[src/rtl/alu_arbiter.sv]
// Round-robin arbiter sharing one combinational ALU between two requesters.
// Each operation is accepted in IDLE, executes for one cycle, and is held in RESP until consumed.
module alu_arbiter #(
   parameter int unsigned WIDTH = 32
) (
   input  logic             clk,
   input  logic             rst_n,
   input  logic             req0_valid,
   output logic             req0_ready,
   input  logic [WIDTH-1:0] req0_a,
   input  logic [WIDTH-1:0] req0_b,
   input  logic [2:0]       req0_op,
   input  logic             req1_valid,
   output logic             req1_ready,
   input  logic [WIDTH-1:0] req1_a,
   input  logic [WIDTH-1:0] req1_b,
   input  logic [2:0]       req1_op,
   output logic [WIDTH-1:0] alu_a,
   output logic [WIDTH-1:0] alu_b,
   output logic [2:0]       alu_ctrl,
   input  logic [WIDTH-1:0] alu_result,
   output logic             rsp_valid,
   input  logic             rsp_ready,
   output logic             rsp_id,
   output logic [WIDTH-1:0] rsp_data
);

   localparam logic [1:0] IDLE = 2'd0;
   localparam logic [1:0] EXEC = 2'd1;
   localparam logic [1:0] RESP = 2'd2;

   logic [1:0] state;
   logic [1:0] state_nxt;
   logic       last_grant;
   logic       grant;
   logic       accept;

   // A lone requester wins; on a tie the one not served last wins.
   always_comb begin
      grant = 1'b0;
      if (req0_valid && req1_valid) begin
         grant = ~last_grant;
      end else if (req1_valid) begin
         grant = 1'b1;
      end
   end

   assign accept = (state == IDLE) && (req0_valid || req1_valid);

   // Ready is combinational; rst_n gating keeps both low while reset is held.
   assign req0_ready = rst_n && accept && !grant;
   assign req1_ready = rst_n && accept && grant;

   always_ff @(posedge clk or negedge rst_n) begin
      if (!rst_n) begin
         state <= IDLE;
      end else begin
         state <= state_nxt;
      end
   end

   always_comb begin
      state_nxt = state;
      case (state)
         IDLE:    if (accept) state_nxt = EXEC;
         EXEC:    state_nxt = RESP;
         RESP:    if (rsp_ready) state_nxt = IDLE;
         default: state_nxt = IDLE;
      endcase
   end

   // Operand capture on accept, result capture at the end of EXEC.
   always_ff @(posedge clk or negedge rst_n) begin
      if (!rst_n) begin
         alu_a      <= '0;
         alu_b      <= '0;
         alu_ctrl   <= 3'd0;
         rsp_id     <= 1'b0;
         last_grant <= 1'b1;
         rsp_data   <= '0;
         rsp_valid  <= 1'b0;
      end else begin
         if (accept) begin
            alu_a      <= grant ? req1_a : req0_a;
            alu_b      <= grant ? req1_b : req0_b;
            alu_ctrl   <= grant ? req1_op : req0_op;
            rsp_id     <= grant;
            last_grant <= grant;
         end
         if (state == EXEC) begin
            rsp_data  <= alu_result;
            rsp_valid <= 1'b1;
         end else if ((state == RESP) && rsp_ready) begin
            rsp_valid <= 1'b0;
         end
      end
   end

endmodule

[config.mk]
export PLATFORM = sky130hd
export DESIGN_NAME = alu_arbiter
export DESIGN_NICKNAME = d
export VERILOG_FILES = /design/src/rtl/alu_arbiter.sv
export SDC_FILE = /design/constraint.sdc
export NUM_CORES = 1
export LEC_CHECK = 0
export ABC_CLOCK_PERIOD_IN_PS = 3300
export BUFFER_PORTS_ARGS = -buffer_cell sky130_fd_sc_hd__buf_4
export CAP_MARGIN = 20
export CORE_MARGIN = 2
export CORE_UTILIZATION = 49
export DETAILED_ROUTE_END_ITERATION = 16
export GPL_ROUTABILITY_DRIVEN = 0
export PLACE_DENSITY = 0.95
export SETUP_SLACK_MARGIN = 0.1
export SLEW_MARGIN = 40
export SYNTH_ARGS = -nofsm -noshare
export SYNTH_HDL_FRONTEND = slang
export SYNTH_SLANG_ARGS = --single-unit
[constraint.sdc]
create_clock -name clk -period 3.3 [get_ports clk]
set_input_delay 0.66 -clock clk [delete_from_list [all_inputs] [get_ports clk]]
set_output_delay 0.66 -clock clk [all_outputs]
set_load 0.05 [all_outputs]
======== After elaboration in Yosys (flattened, before gate mapping) ========
Index checks and enable logic that the tools add are counted.
storage, ports and cells
  output and inout bits ................... 103
  logic and storage cells ................. 34
  register bits ........................... 104
  input port bits ......................... 171
operators by class
  bitwise logic cells ..................... 1
  mux-type cells .......................... 10
  reduce and logical (&&, ||, !) cells .... 11
  eq/ne operators ......................... 4
operators by type and width
  kind                                                              number
  32-bit two-way mux                                                2
  1-bit logical AND                                                 6
  2-bit one-hot mux with 3 select lines                             1
  1-bit two-way mux                                                 4
  2-bit two-way mux                                                 2
  2-bit != test (second input constant)                             2
  3-bit two-way mux                                                 1
  2-bit by 1-bit == test with 1-bit output (second input constant)  1
  2-bit == test (second input constant)                             1
  2-bit zero test                                                   1
  2-bit AND reduction                                               1
  2-bit nonzero test                                                1
  1-bit zero test                                                   1
  1-bit logical OR                                                  1
  1-bit inverter                                                    1

======== Depth between registers and ports, before layout ========
  word-level depth ........................ 4
  gate-level depth with buffers ........... 5
  depth with buffers taken out ............ 3

======== Least setup slack after synthesis ========
OpenSTA, ideal clock, no wires.
  path type ............................... input to output
  start point ............................. input req1_valid
  end point ............................... output req1_ready
  path buffers ............................ 2
  cell stages on the path ................. 4
  data arrival time ....................... 2.812 ns
  data required time ...................... 2.640 ns
  setup slack ............................. -0.172 ns
  path through ............................ a21bo_1 buf_6 buf_8 nor4b_1
between the ends
  cells in the longest elaborated chain, start to end .. 4
  elaborated cells between the ends (all ways) .. 7
  those cells by class .................... 2 x mux; 5 x reduce/logical
RTL lines
  element                line  RTL
  from (decl)            13    input logic req1_valid,
  1-bit logical OR       48    assign accept = (state == IDLE) && (req0_valid || req1_valid);
  1-bit logical AND      48
  1-bit logical AND      52    assign req1_ready = rst_n && accept && grant;
  1-bit logical AND (*)  52
  to (decl)              14    output logic req1_ready,
Every way passes the cells marked *; elsewhere a longest branch is shown, timed or not.

======== Worst setup path after layout ========
  start point ............................. register last_grant
  end point ............................... output req0_ready
between the ends
  cells in the longest elaborated chain, start to end .. 4
RTL lines
  element                 line  RTL
  from (decl)             34    logic last_grant;
  from (signal assigned)  88    last_grant <= grant;
  1-bit inverter          42    grant = ~last_grant;
  1-bit two-way mux       41    if (req0_valid && req1_valid) begin
  1-bit zero test         51    assign req0_ready = rst_n && accept && !grant;
  1-bit logical AND       51
  to (decl)               9     output logic req0_ready,
No other way between the ends.

==> summary.txt <==
Critical Path Max Stage Delay = 570 ps
top cells by area, synth = dfrtp_1 49%, mux2_4 38%, mux2_2 6.8%, buf_12 2.3%, buf_4 0.99%
post-route clock period utilization = 78.8%
placed insts = 699
Yosys warning total = 0
synthesized area = 5300 um^2
Synth cell types = 23
Die Y = 108 um
ANT nets after route = 0
Post-CTS Setup Bufs = 0
fin crit period = 2600 ps
Comb pwr share = 62.9%
worst-margin pin slew = 697 ps
Hold Vio Cnt, Final = 0
crit-path cells = a21bo_4 > and3_1 > buf_4
# fillers = 631
leading area contributor after synthesis = dfrtp_1
CTS root buf = clkbuf_8
Worst Reg-to-Reg Cells = 4
CP arrival = 1940 ps
clk_lat worst skew = 360 ps
Switch Pwr = 4.14 mW
DR DRC count = 0
CTS Buffer Depth = 2
Clk pwr share = 10.6%
total CTS buffers = 9
switching share of power = 46.8%
# IOs = 274
R2R setup slack = 1050 ps
post-cts hold buffer count = 0
share of Yosys cell area claimed by the top area cell type = 48.7%
core area = 10,400 um^2
Sinks on Clock Net = 104
All-Layer GR Usage = 21.1%
DPL Wire Length = 9410 um
Post-CTS Resized = 0
CTS tree = yes
DIE AREA = 11,700 um^2
WL final = 12,400 um
VDD IR max = 756 uV
flops & latches, synth = 104
Synthesized Nets = 477
Nets = 745
leading cell type in the layout, fill and taps excluded = buf_4
Mapped Cells = 306
Initial Util = 50.8%
IO buf count = 273
Worst Skew = 10.8 ps
initial drt markers = 102
area growth from synthesis to layout = 43.8%
number of global-route vias before repair = 3,680
pwr/cell area = 1160 nW/um^2
Fin Hold WS = 246 ps
antenna cell count = 0
clk slew on worst S/H paths = 100 ps
Worst path top cell family by delay = compound AO/OA/AOI/OAI gates
antenna violations before repair = 0
kind of end point of the critical path = output port
Slew HR = 53.5%
pin count of the biggest net entering global routing = 73
critical path depth = 3
run status = finished, final reports clean
Required @ worst endpoint = 2640 ps
floorplan row count = 37
leakage = 3.94 nW
final setup fails = 0
crit-path max FO = 33
post-route non-filler standard cell count = 715
max cap viols = 0
Setup CP Type = reg -> out
Buf+Inv Stages, Crit Path = 1
Max Fclk = 0.385 GHz
Hold Path Class = in -> async
Internal Power = 4.71 mW
Worst Setup Start Kind = flip-flop
Die X = 108 um
drt wl/cell = 17.3 um
fin. max-slew vios = 0
RSZ-0062 raised after global routing = no
Reg power frac = 26.6%
CTS H-tree lvls = 3
Via Count = 3,526
DRT Pass-1 Iters = 4
commonest cells after routing, fill and taps aside = 274 x buf_4, 134 x mux2_4, 103 x dfrtp_1, 32 x mux2_2, 9 x clkbuf_8
Overflow after GRT = 0
Seq/Total Area, Yosys = 49.2%
vias per std cell = 4.93
Synth Area per Inst = 17.3 um^2
setup TNS = 0 ps
layout cell share with drive strength beyond 1 = 80.1%
slowest CP cell = a21bo_4
first-pass GRT wire length = 18,800 um
-- power by group through the flow --
stage               combinational, mW  clock [mW]  sequential [mW]
finish                           5.56       0.934             2.35
global route                     5.78       0.994             2.44
CTS                              5.61       0.953             2.36
detailed placement               5.60           0             2.36
global placement                 5.49           0             2.33
floorplan                        1.87           0             4.55
-- per-layer routing --
metal	share of wire [%]	wire, um	global-route usage [%]	vias up
met5	0	0	0	-
li1	-	-	-	1623
met2	52	6480	37.6	184
met1	38	4670	24.9	1695
met4	2.5	303	9.25	0
met3	7.3	904	4.04	24
-- final timing paths --
check | startpoint | end
hold reg to reg | rsp_data[25]$_DFFE_PN0P_ | rsp_data[25]$_DFFE_PN0P_
setup / recovery | last_grant$_DFFE_PN1P_ | req0_ready
max in group asynchronous | rst_n | rsp_data[20]$_DFFE_PN0P_
setup reg to reg | last_grant$_DFFE_PN1P_ | alu_a[14]$_DFFE_PN0P_
min in group clk | req0_valid | last_grant$_DFFE_PN1P_
hold / removal | rst_n | alu_b[23]$_DFFE_PN0P_
-- cell type report --
cell class              instances  area, um^2  area share [%]
clock buffers                  10         128            1.68
clock inverters                 6         115            1.51
inverters                       2        7.51          0.0986
multi-input cells             180        2480            32.6
flip-flops and latches        104        2600            34.2
well taps                     136         170            2.23
repair buffers                277        2110            27.7
-- flip-flops by register name, summed over array words and instances (netlist names) --
register	flops
alu_a	32
rsp_valid	1
alu_b	32
state	2
last_grant	1
rsp_id	1
rsp_data	32
alu_ctrl	3
-- synthesized netlist by cell type (all sizes together) --
master and instances:
mux2 166, dfrtp 103, buf 19, a21oi 3, inv 2, a21bo 1
a31oi 1, and3 1, clkbuf 1, dfstp 1, nand2 1, nor2 1
nor2b 1, nor3b 1, nor4b 1, o21a 1, o32ai 1, or2 1
-- metrics by stage --
stage	worst slack, ps	util, %	instance area (um^2)	power (mW)
after global placement	778	70.8	7370	7.83
after detailed placement	762	70.8	7370	7.97
after global routing	602	73.1	7620	9.21
after floorplan	527	-	5300	6.43
after CTS	651	73.1	7620	8.92
final	700	73.1	7620	8.85
-- worst register-to-register path, delay by kind of cell, from the launching register on --
family | cells | cell delay, ps
AO/OA/AOI/OAI | 1 | 570
multiplexers | 2 | 630
buffers and inverters | 1 | 370
flip-flops | 1 | 560
-- cell families (layout without fill, tap and decap cells) --
| group | count (synthesis) | count (layout) | synth area share [%] |
|---|---|---|---|
| muxes | 166 | 166 | 44.8 |
| DFF | 104 | 104 | 49.2 |
| buffers and inverters | 22 | 295 | 4.35 |
| AOI/OAI and AO/OA | 7 | 7 | 0.898 |
| and+or+nand+nor | 7 | 7 | 0.803 |
(Power assumes the default switching activity.)
